### src/rtl/seg_scan_ctrl.sv
// Multiplexed common-anode 7-segment scan controller with frame-aligned value updates.
// Optional leading-zero suppression is compiled in with `define SEG_LZ_BLANK_EN.
module seg_scan_ctrl #(
  parameter int NUM_DIGITS   = 4,
  parameter int PRESCALE     = 50000,
  parameter int BLANK_CYCLES = 16
) (
  input  logic                    clk,
  input  logic                    rst,
  input  logic [4*NUM_DIGITS-1:0] value,
  input  logic [NUM_DIGITS-1:0]   dp_mask,
  input  logic                    load,
  output logic [3:0]              hex,
  output logic                    dp,
  output logic                    enable,
  output logic [NUM_DIGITS-1:0]   an,
  output logic                    scan_done
);

  localparam int CW = $clog2(PRESCALE);
  localparam int IW = (NUM_DIGITS > 1) ? $clog2(NUM_DIGITS) : 1;
  localparam logic [CW-1:0] LAST_CNT  = CW'(PRESCALE - 1);
  localparam logic [CW-1:0] BLANK_END = CW'(BLANK_CYCLES);
  localparam logic [IW-1:0] LAST_IDX  = IW'(NUM_DIGITS - 1);

  logic [CW-1:0] cnt, cnt_n;
  logic [IW-1:0] idx, idx_n;
  logic [NUM_DIGITS-1:0][3:0] disp_val, disp_val_n, pend_val;
  logic [NUM_DIGITS-1:0]      disp_dp, disp_dp_n, pend_dp;
  logic pend_valid, slot_end, frame_end, sup_n, show_n;

  // Outputs are registered from next-state values so they line up with cnt/idx/display.
  always_comb begin
    slot_end   = (cnt == LAST_CNT);
    frame_end  = slot_end && (idx == LAST_IDX);
    cnt_n      = slot_end ? '0 : cnt + 1'b1;
    idx_n      = idx;
    disp_val_n = disp_val;
    disp_dp_n  = disp_dp;
    if (slot_end) idx_n = frame_end ? '0 : idx + 1'b1;
    if (frame_end) begin
      if (load) begin
        disp_val_n = value;
        disp_dp_n  = dp_mask;
      end else if (pend_valid) begin
        disp_val_n = pend_val;
        disp_dp_n  = pend_dp;
      end
    end
  end

`ifdef SEG_LZ_BLANK_EN
  // lz[i]: digit i and everything above it is zero with no DP lit.
  logic [NUM_DIGITS-1:0] lz;
  assign lz[0] = 1'b0;
  for (genvar i = 1; i < NUM_DIGITS; i++) begin : g_lz
    assign lz[i] = ~|{disp_val_n[NUM_DIGITS-1:i], disp_dp_n[NUM_DIGITS-1:i]};
  end
  assign sup_n = lz[idx_n];
`else
  assign sup_n = 1'b0;
`endif

  assign show_n = (cnt_n >= BLANK_END) && !sup_n;

  always_ff @(posedge clk) begin
    if (rst) begin
      cnt        <= '0;
      idx        <= '0;
      disp_val   <= '0;
      disp_dp    <= '0;
      pend_val   <= '0;
      pend_dp    <= '0;
      pend_valid <= 1'b0;
      hex        <= 4'h0;
      dp         <= 1'b1;
      enable     <= 1'b0;
      an         <= '1;
      scan_done  <= 1'b0;
    end else begin
      cnt      <= cnt_n;
      idx      <= idx_n;
      disp_val <= disp_val_n;
      disp_dp  <= disp_dp_n;
      // A load coinciding with the boundary went straight to the display.
      if (frame_end) begin
        pend_valid <= 1'b0;
      end else if (load) begin
        pend_val   <= value;
        pend_dp    <= dp_mask;
        pend_valid <= 1'b1;
      end
      hex       <= disp_val_n[idx_n];
      dp        <= ~disp_dp_n[idx_n];
      enable    <= show_n;
      an        <= show_n ? ~(NUM_DIGITS'(1) << idx_n) : '1;
      scan_done <= frame_end;
    end
  end

endmodule

### config.mk
export PLATFORM = sky130hd
export DESIGN_NAME = seg_scan_ctrl
export DESIGN_NICKNAME = d
export VERILOG_FILES = /design/src/rtl/seg_scan_ctrl.sv
export SDC_FILE = /design/constraint.sdc
export NUM_CORES = 1
export LEC_CHECK = 0
export ABC_CLOCK_PERIOD_IN_PS = 2200
export CAP_MARGIN = 5
export CORE_MARGIN = 2
export CORE_UTILIZATION = 50
export CTS_CLUSTER_DIAMETER = 80
export DETAILED_ROUTE_END_ITERATION = 10
export PLACE_DENSITY = 0.74
export SLEW_MARGIN = 20
export SYNTH_ARGS = -nofsm -noshare
export SYNTH_HDL_FRONTEND = slang
export SYNTH_SLANG_ARGS = --single-unit
export TNS_END_PERCENT = 100
### constraint.sdc
create_clock -name clk -period 2.2 [get_ports clk]
set_input_delay 0.22 -clock clk [delete_from_list [all_inputs] [get_ports clk]]
set_output_delay 0.22 -clock clk [all_outputs]
set_load 0.005 [all_outputs]
# Word-level counts from Yosys, hierarchy flattened

Cells that the tools add are included.

Add/subtract/negate cells: 2
Multipliers: 0
Div/mod/pow operators: 0
Magnitude comparators: 2
Eq/ne operators: 2
Shift-type cells: 1
Multiplexer cells: 13
Bitwise logic cells: 4
Reduce and logical (&&, ||, !) cells: 4

Operator list:

| kind                    | number |
|---|---|
| $mux W16                | 4 |
| $add A16 B1 Y16 const B | 1 |
| $eq A16 B16 Y1 const B  | 1 |
| $ge A16 B5 Y1 const B   | 1 |
| $mux W4                 | 4 |
| $bmux W4 S2             | 1 |
| $mux W2                 | 2 |
| $not A4 Y4              | 1 |
| $reduce_or A2 Y1        | 2 |
| $shl A1 B2 Y4 const A   | 1 |
| $lt A2 B3 Y1 const B    | 1 |
| $not A1 Y1              | 3 |
| $add A2 B1 Y2 const B   | 1 |
| $bmux W1 S2             | 1 |
| $eq A2 B2 Y1 const B    | 1 |
| $reduce_and A2 Y1       | 1 |
| $logic_and A1 B1 Y1     | 1 |
| $mux W1                 | 1 |

Bits in registers: 70
Bits in latches: 0
Bits in writable memories: 0
Bits in read-only memories: 0
Input port bits: 23
Output and inout port bits: 11
Logic and storage cells: 46
Memories kept: 0

# Logic depth before layout (Yosys ltp)

Word-level depth: 7
Mapped depth: 10
Gate-level depth less buffers: 7

# Worst setup path before layout

Ideal clock, no wire load.

Path type: reg2reg
From: register cnt[0]
To: register dp
Setup time: 124 ps
Data arrival time: 2,201 ps
Data required time: 2,076 ps
Setup slack: -125 ps
Stages on the path, launching flop included: 10
Buffers on the path: 2
Period minus slack after synthesis: 2,325 ps
Path through: dfxtp_1 ha_1 clkbuf_1 and3_1 nand2_1 nor3_2 buf_2 o221ai_1 mux2_4 a2111o_1

Word-level cells in the longest chain between the ends: 7
Elaborated cells between the ends (all ways): 8
Classes of those cells: eq/ne: 1; mux: 5; bitwise: 1; reduce/logical: 1

Ends and longest elaborated chain:

| item                              | line | RTL |
|---|---|---|
| from (decl)                       | 26   | `logic [CW-1:0] cnt, cnt_n;` |
| from (signal assigned)            | 81   | `cnt <= cnt_n;` |
| $eq A16 B16 Y1 (*)                | 34   | `slot_end = (cnt == LAST_CNT);` |
| $logic_and A1 B1 Y1               | 35   | `frame_end = slot_end && (idx == LAST_IDX);` |
| $mux W2 (2 in series)             | 40   | `if (slot_end) idx_n = frame_end ? '0 : idx + 1'b1;` |
| $bmux W1 S2 (*)                   | 94   | `dp <= ~disp_dp_n[idx_n];` |
| $mux W1 (not written as such) (*) | 94   |  |
| $not A1 Y1 (*)                    | 94   |  |
| to (signal assigned)              | 94   |  |
| to (decl)                         | 14   | `output logic dp,` |

Every way passes the cells marked *; elsewhere a longest branch is shown, timed or not. The select of a mux whose other input is x is not followed.
A chain may end at the register's enable or synchronous reset.

# Final worst setup path

From: register cnt[10]
To: register dp

The elaborated chain is that of the path after synthesis.

==> results.py <==
metrics = {
    "clock_tree": {
        "worstSkewPairLatency_ns": 0.35,
        "cts_tree": "built",
        "cts_max_level": 3,
        "cts_buffers": 9,
        "clk_pin_slew_ns": 0.08,
        "hold_buffers": 0,
        "clock-root-buffer": "clkbuf_8",
        "cts.sinks": 70,
        "clk_path_buf_depth": 2,
    },
    "logic_synthesis": {
        "syn_area_sq_um": 3338,
        "synth_commonest_cells": "70 x dfxtp_1, 55 x nand2_1, 43 x nor2_1, 23 x a21oi_1, 19 x nand3_1",
        "yosysTopAreaCell": "dfxtp_1",
        "syn-instance-count": 383,
        "ys_async_sr_fraction": 0,
        "ys_ff_latch": 70,
        "ys_seq_area_frac": 0.4198,
        "synth_cell_type_count": 53,
        "synth_area_leaders": "dfxtp_1 42%, nand2_1 6.2%, nor2_1 4.8%, a21oi_1 3.4%, o32a_1 3.0%",
        "synth_top_area_share": 0.4198,
        "synth-edff-count": 0,
        "ys.flop_type": "dfxtp_1",
        "syn_nets": 408,
        "yosysMostFrequentCell": "dfxtp_1",
        "ys_warn_count": 0,
        "synth_area_per_cell_sq_um": 8.716,
    },
    "pwr": {
        "power.leakage_uw": 0.001658,
        "max-vdd-ir-drop_v": 0.0004193,
        "power_density_nw_per_um2": 626.5,
    },
    "sta": {
        "rsz0062_at_grt": "yes",
        "final.period_utilization": 0.9746,
        "tightestPinTransition_ns": 0.5877,
        "clock_skew_ns": 0.01038,
        "fin_crit_ns": 2.144,
        "fin_ws_ns": 0.05590,
        "finalSetupViolations": 0,
        "maxSlewHeadroom": 0.6033,
        "drv_slew": 0,
        "hold_viol": 0,
        "setup-tns-final_ns": 0,
        "fmax_mhz": 466.4,
    },
    "min_path": {
        "holdPathStages": 2,
        "hold_path.class": "input port to register",
        "hold_path_startpoint": "rst",
    },
    "grt": {
        "grt_pass1_vias": 2987,
        "grt_pass1_wl_microns": 14510,
        "grt_max_degree": 32,
        "antenna_found_initial": 0,
        "overflow": 0,
        "grt_use_total": 0.2515,
    },
    "cells_and_area": {
        "nets": 474,
        "diodes": 0,
        "drive_gt1_frac": 0.2494,
        "stdcell_count": 530,
        "final_core_util": 0.6910,
        "synthToLayoutAreaGrowth_pct": 32.20,
    },
    "detailed_routing": {
        "avgRoutedWirePerCell_microns": 16.82,
        "antenna_left": 0,
        "vias": 3142,
        "viasPerCell": 5.928,
        "drc": 0,
        "initialDrtViolationCount": 201,
        "wl_microns": 8914,
        "firstDrtPassIters": 4,
    },
    "die": {
        "die-area_sq_um": 7346,
        "num_rows": 29,
        "start_util": 0.5227,
        "chipWidth_microns": 85.71,
        "ios": 34,
        "coreArea_sq_um": 6386,
        "die_h_microns": 85.71,
    },
    "run_status": {
        "status": "finished clean",
    },
    "worst_setup_path": {
        "setup.worst_path.start": "cnt[10]",
        "critPathRequiredTime_ns": 2.44,
        "end_kind": "register",
        "critPathLaunchType": "register",
        "reg2reg_from": "cnt[10]",
        "reg2reg_depth": 6,
        "crit_fanout": 4,
        "critical_path_class": "register to register",
        "arrival_ns": 2.38,
    },
    "place": {
        "hpwl_microns": 6030,
        "place_congestion": 0.8264,
        "post-place-cells": 509,
        "io_buffer_count": 33,
        "post-place-ws_ns": -0.07301,
    },
    "flow_run": {
        "maxCapViolCount": 0,
    },
}
where the power goes:
group	internal [uW]	leakage, uW	total, uW	switching, uW
clock	782	0.000119	1280	495
combinational	85.0	0.000970	182	96.5
sequential	1290	0.000569	1310	14.4
total	2160	0.00166	2760	606
critical path, cell delays in order, from the launching register on:
cell	delay [ns]
dfxtp_2	0.34
nor4b_4	0.34
and3_4	0.30
nand2_4	0.06
mux2_4	0.34
mux2_4	0.31
a2111o_1	0.36
final cells by class:
class	instances	area (sq um)
fill	486	1973
multi-input combinational	285	1961
sequential	70	1403
timing repair buffer	80	698.2
clock buffer	10	137.6
clock inverter	5	106.4
tap	77	96.34
inverter	3	11.26
what timing repair did:
action,CTS,global route
gates resized for setup,2,32
setup endpoints to repair,24,30
pin swaps,0,5
gates cloned,0,0
buffers inserted,0,6
flip-flops by register name, summed over array words and instances (netlist names):
| name | cells |
|---|---|
| disp_dp | 4 |
| dp | 1 |
| an | 4 |
| pend_val | 16 |
| disp_val | 16 |
| hex | 4 |
| cnt | 16 |
| enable | 1 |
| scan_done | 1 |
| pend_dp | 4 |
| idx | 2 |
| pend_valid | 1 |
cell usage in the layout (no fill, tap or decap), drive strengths merged, types with 5 or more instances in the layout:
cell / count
dfxtp: 70
nand2: 56
buf: 48
nor2: 44
clkdlybuf4s50: 32
a21oi: 23
nand3: 19
nand2b: 12
nor2b: 11
o221ai: 11
xnor2: 10
o32a: 10
clkbuf: 10
or3: 7
o31ai: 6
mux2: 6
and3: 6
xor2: 5
nand4: 5
cell families after synthesis:
family | after synthesis | synth area share
and+or+nand+nor | 182 | 0.2807
AOI/OAI and AO/OA | 78 | 0.1829
DFF | 70 | 0.4198
buffers and inverters | 28 | 0.04010
xor gates and xnor gates | 15 | 0.03935
muxes | 8 | 0.02961
adders and majority gates | 2 | 0.007495
final timing paths:
path	endpoint	slack [ns]
setup / recovery	dp	0.06
hold reg to reg	pend_val[10]	0.45
setup reg to reg	dp	0.06
hold / removal	cnt[7]	0.31
per-layer routing:
layer	up-vias	share of wire	track usage
met4	0	0.020	0.09235
met3	15	0.066	0.05582
met2	103	0.47	0.4020
li1	1511	-	-
met5	-	0	0
met1	1513	0.44	0.3343
metrics by stage:
stage / area (sq um) / power [uW] / hold slack (ns)
2_1_floorplan: 3344 / 1424 / 0.3560
3_3_place_gp: 3960 / 1503 / 0.4368
3_5_place_dp: 3960 / 1508 / 0.4434
4_1_cts: 4207 / 2785 / 0.2935
5_1_grt: 4413 / 2883 / 0.3203
6_report: 4413 / 2765 / 0.3115
No activity file was read; power rests on OpenSTA's default activity.
==> RTL edit 1, RTL diff (same flow settings) <==
Add a define of `SEG_LZ_BLANK_EN`.
--- a/src/rtl/seg_scan_ctrl.sv
+++ b/src/rtl/seg_scan_ctrl.sv
@@ -1,4 +1,6 @@
 // Multiplexed common-anode 7-segment scan controller with frame-aligned value updates.
 // Optional leading-zero suppression is compiled in with `define SEG_LZ_BLANK_EN.
+`define SEG_LZ_BLANK_EN
+
 module seg_scan_ctrl #(
   parameter int NUM_DIGITS   = 4,
Check against the original RTL: no difference found for any inputs over 10 cycles, from zero or initial values and one cycle with rst high; that may be too few to reach the edited logic, so the function may still have changed.
==> RTL edit 1 against the unedited design <==
The flow now finishes with violations (negative setup slack). Setup slack lost 870 ps. Synthesized area grew 1.6%. Count of clock-buffer cells in the layout is the same. Power grew 10%. Sequential cell count is the same. Cell area grew 21%. Cell count grew 20%. Routed wire length grew 39%. Critical path type unchanged. Largest cell class unchanged.
==> RTL edit 1: results <==
sta:
  finalSetupViolCount: 43
  tns_ps: -10730
  tightest_slew_ps: 738
  setup_ws_ps: -813
  fin_worst_skew_ps: 15.4
placement:
  gp_congestion: 0.905
  place_inst: 607
  hpwl_um: 6530
  pre_cts_slack_ps: -367
  port_buffers: 33
layout:
  antenna_cells: 0
  drive_gt1_share_pct: 45.3
  largest_registers: "cnt (16), disp_val (16), pend_val (16)"
  fin_nets: 575
  fin_cells: 634
setup_path:
  critPathCapture: "enable"
  arrival_ps: 3250
  critPathMaxStageDelay_ps: 480
  r2r_start: "idx[0]"
  cp_slowest_cell: "or4b_4"
  critPathTopFamily: "compound AO/OA/AOI/OAI gates"
  reg2reg_depth: 12
  cp_max_fo: 7
  worst_setup_path_start_kind: "register"
synth:
  synth-main-ff-cell: "dfxtp_1"
  yosysWarnings: 0
  synth_cells: 438
  yosys-top-cells-count: "nor2_1, dfxtp_1, nand2_1"
  ys_seq_area_share_pct: 41.3
  synth_nets: 464
  synthDistinctLibCells: 48
  async_reset_ff_share_pct: 0
  ys_top_cells_by_area: "dfxtp_1, nor2_1, nand2_1, a21oi_1, nor3_1"
clocking:
  cts_max_level: 3
  cts_max_path_buffers: 2
  clockRootBuffer: "clkbuf_8"
  clock_latency_ps: 370
  path_clk_slew_ps: 80
  numCtsBuffers: 9
global_routing:
  grt_pass1_vias: 3569
  antenna_found_initial: 0
  track_usage_pct: 28.3
  grt_first_pass_wirelength_um: 16400
  grt_max_degree: 54
detailed_routing:
  viasPerCell: 6.11
  first_iter_violations: 296
  first_pass_iters: 5
  wire_per_inst_um: 19.6
power:
  p_leak_nw: 2.09
  ir_worst_vdd_uv: 432
  swShare_pct: 24.4
run_status:
  run_status: "finished, violations left"
  violations: "negative setup slack"
min_path:
  hold_path_class: "input pin to register"
## RTL edit 1: cells by family after synthesis
kind of cell	share of synthesized area (%)
adders and majority gates	1.11
AOI/OAI and AO/OA	17.3
DFF	41.3
and+or+nand+nor	29.5
buffers and inverters	5.75
muxes	0.885
xor gates and xnor gates	4.13
## RTL edit 1: timing repair
action / in CTS / in global routing
setup endpoints to repair: 38 / 42
setup buffers: 12 / 2
cloned: 3 / 1
pin swaps: 76 / 39
gates resized for setup: 73 / 82
## RTL edit 1: per-stage QoR
step	power, mW	hold WS (ps)	area (um2)
final	3.04	213	5330
after global routing	3.13	239	5330
after CTS	2.97	222	4990
after detailed placement	1.56	447	4420
after global placement	1.55	443	4420
after floorplan	1.45	356	3490
## RTL edit 1: tightest hold or removal path: cells and delay by family
family,cells,cell delay (ps)
AOI/OAI and AO/OA,1,130
and+or+nand+nor,1,110
buffers and inverters,1,100
## RTL edit 1: layout make-up
class	instances	area, um2
Sequential cell	70	1400
Clock inverter	6	134
Inverter	11	41.3
Clock buffer	10	128
Timing Repair Buffer	128	1140
Tap cell	80	100
Fill cell	395	1350
Multi-Input combinational cell	329	2380
## RTL edit 1: how the worst min path moves through the flow
stage	cells past startpoint	start	endpoint
2_1_floorplan	2	dp_mask[0]	pend_dp[0]
3_3_place_gp	2	pend_dp[1]	pend_dp[1]
3_5_place_dp	2	pend_dp[1]	pend_dp[1]
4_1_cts	3	rst	an[3]
5_1_grt	3	rst	an[3]
6_report	3	rst	an[3]
## RTL edit 1: power groups by stage
stage / clock network (mW) / logic (mW) / registers (mW)
after floorplan: 0 / 0.115 / 1.34
after global placement: 0 / 0.217 / 1.34
after detailed placement: 0 / 0.224 / 1.34
after CTS: 1.39 / 0.262 / 1.31
after global routing: 1.48 / 0.331 / 1.32
final: 1.41 / 0.314 / 1.32
## RTL edit 1: per-layer routing
layer  track usage [%]  share of wire [%]  vias up
met1              32.7                 36     1848
met4              13.8                6.3        0
li1                  -                  -     1747
met3              6.10                6.4       75
met5                 0                  0        -
met2              49.4                 51      204
==> RTL edit 2, RTL diff (same settings) <==
Made on the original files. Put one more register stage on the output `dp`, without a reset. The value now appears one clock later. The other outputs are not delayed to match.
--- a/src/rtl/seg_scan_ctrl.sv
+++ b/src/rtl/seg_scan_ctrl.sv
@@ -23,4 +23,6 @@
   localparam logic [CW-1:0] BLANK_END = CW'(BLANK_CYCLES);
   localparam logic [IW-1:0] LAST_IDX  = IW'(NUM_DIGITS - 1);
+
+  logic dp_s0;
 
   logic [CW-1:0] cnt, cnt_n;
@@ -74,5 +76,5 @@
       pend_valid <= 1'b0;
       hex        <= 4'h0;
-      dp         <= 1'b1;
+      dp_s0      <= 1'b1;
       enable     <= 1'b0;
       an         <= '1;
@@ -92,5 +94,5 @@
       end
       hex       <= disp_val_n[idx_n];
-      dp        <= ~disp_dp_n[idx_n];
+      dp_s0     <= ~disp_dp_n[idx_n];
       enable    <= show_n;
       an        <= show_n ? ~(NUM_DIGITS'(1) << idx_n) : '1;
@@ -99,4 +101,8 @@
   end
 
+  always_ff @(posedge clk) begin
+    dp <= dp_s0;
+  end
+
 endmodule
 
Function: changed (a bounded check fails within 4 cycles, from zero or initial values and one cycle with rst high).
==> RTL edit 2 against the unedited design <==
The flow now finishes with violations (negative setup slack). Routed wire length increased by 7.6%. Critical path depth increased by 2. Synthesized area down 1.2%. Power shrank 4.5%. Critical endpoint is now dp_s0. Cell area is 5.4% higher. Largest cell class unchanged. Setup slack worse by 170 ps. Sequential cell count is 1 higher. Clock skew is essentially flat.
==> RTL edit 2: results <==
run_status:
  run_status: "finished, violations left"
  violations: "negative setup slack"
synth:
  ys_seq_area_share_pct: 43.1
  yosys-top-cells-count: "dfxtp_1, nand2_1, a21oi_1"
  synth_cells: 389
  synth-compound-area-share_pct: 16.9
  yosysWarnings: 0
  synth-main-ff-cell: "dfxtp_1"
  synthXorXnorAreaFrac_pct: 3.98
  synth_nets: 414
  synthMuxAreaShare_pct: 6.41
  async_reset_ff_share_pct: 0
  synthAdderAreaFrac_pct: 0.758
  synthDistinctLibCells: 42
  ys_top_cells_by_area: "dfxtp_1, nand2_1, mux2i_1, a21oi_1, a32oi_1"
sta:
  setup_ws_ps: -112
  finalSetupViolCount: 6
  tightest_slew_ps: 394
  tns_ps: -292
  fin_worst_skew_ps: 10.3
placement:
  gp_congestion: 0.855
  port_buffers: 33
  hpwl_um: 5740
  place_area_um2: 3980
  place_inst: 519
power:
  p_int_mw: 2.02
  p_leak_nw: 1.81
  ir_worst_vdd_uv: 381
global_routing:
  use_met3_pct: 4.47
  grt_use_met2_pct: 43.2
  grt_max_degree: 22
  track_usage_pct: 25.4
  met1_usage_pct: 30.6
  grt_first_pass_wirelength_um: 14500
  grt_pass1_vias: 3113
detailed_routing:
  first_iter_violations: 197
  wire_per_inst_um: 17.4
  first_pass_iters: 6
  via_count: 3275
  routed_wl_um: 9600
clocking:
  clockRootBuffer: "clkbuf_8"
layout:
  num-fill-cells: 433
  drive_gt1_share_pct: 27.7
  fin_nets: 496
min_path:
  hold_path_class: "input pin to register"
setup_path:
  arrival_ps: 2550
  critPathMaxStageDelay_ps: 570
  cp_slowest_cell: "or4b_4"
  cp_max_fo: 5
  crit_start: "cnt[11]"
## RTL edit 2: changes by cell type in the layout (fill, tap and decap cells not counted), sizes merged, moves of 7 or more
cell | unedited run | this run
o32a | 10 | 0
nand3 | 19 | 10
a21oi | 23 | 39
nand2b | 12 | 2
mux2i | 2 | 20
o21ai | 3 | 10
o221ai | 11 | 0
buf | 48 | 66
and2 | 1 | 15
a32oi | 0 | 14
nor2 | 44 | 31
## RTL edit 2: power by group through the flow
stage	combinational [mW]	sequential [mW]	clock [mW]
after CTS	0.189	1.33	1.11
after global placement	0.179	1.35	0
final	0.204	1.33	1.11
after detailed placement	0.185	1.36	0
after floorplan	0.0845	1.35	0
after global routing	0.221	1.33	1.17
## RTL edit 2: layout make-up
type                            instances  area share (%)
Sequential cell                        71            30.7
Multi-Input combinational cell        280            41.5
Inverter                                9           0.726
Tap cell                               77            2.07
Timing Repair Buffer                  100            20.5
Clock inverter                          3           0.861
Clock buffer                           13            3.63
## RTL edit 2: metal layers
layer | share of wire (%) | up-vias
met3 | 5.9 | 41
met4 | 4.1 | 0
met2 | 50 | 153
met1 | 40 | 1545
li1 | - | 1536
met5 | 0 | -
## RTL edit 2: stage by stage
step	worst slack [ps]	utilization (%)
floorplan	-208	-
finish	-112	73.3
global route	-149	73.3
detailed placement	-93.9	62.6
CTS	-72.1	69.3
global placement	-59.2	62.6
## RTL edit 2: cell families (layout without fill, tap and decap cells)
kind of cell,after synthesis,in the layout
simple gates,157,157
compound gates,85,85
flops,71,71
buf+inv,38,125
mux,21,21
xor+xnor,15,15
fa+ha+maj,2,2
## RTL edit 2: final timing paths
kind                                 to  slack, ps  depth (start not counted)
worst max-delay path              dp_s0       -110                          8
worst min-delay path            cnt[13]        260                          2
worst max register to register    dp_s0       -110                          8
worst min register to register       dp        350                          0
## RTL edit 2: what timing repair did
item,CTS,global route
endpoints found under the setup margin,9,37
cloned,2,2
setup buffers,9,7
pin swaps,6,16
gates resized for setup,17,46
## RTL edit 2: worst max-delay path: cells and delay by family (launching register included)
kind / cells / cell delay (ps)
flip-flops: 1 / 320
multiplexers: 2 / 490
buffers and inverters: 2 / 340
AO/OA/AOI/OAI: 1 / 130
AND/OR/NAND/NOR: 3 / 930
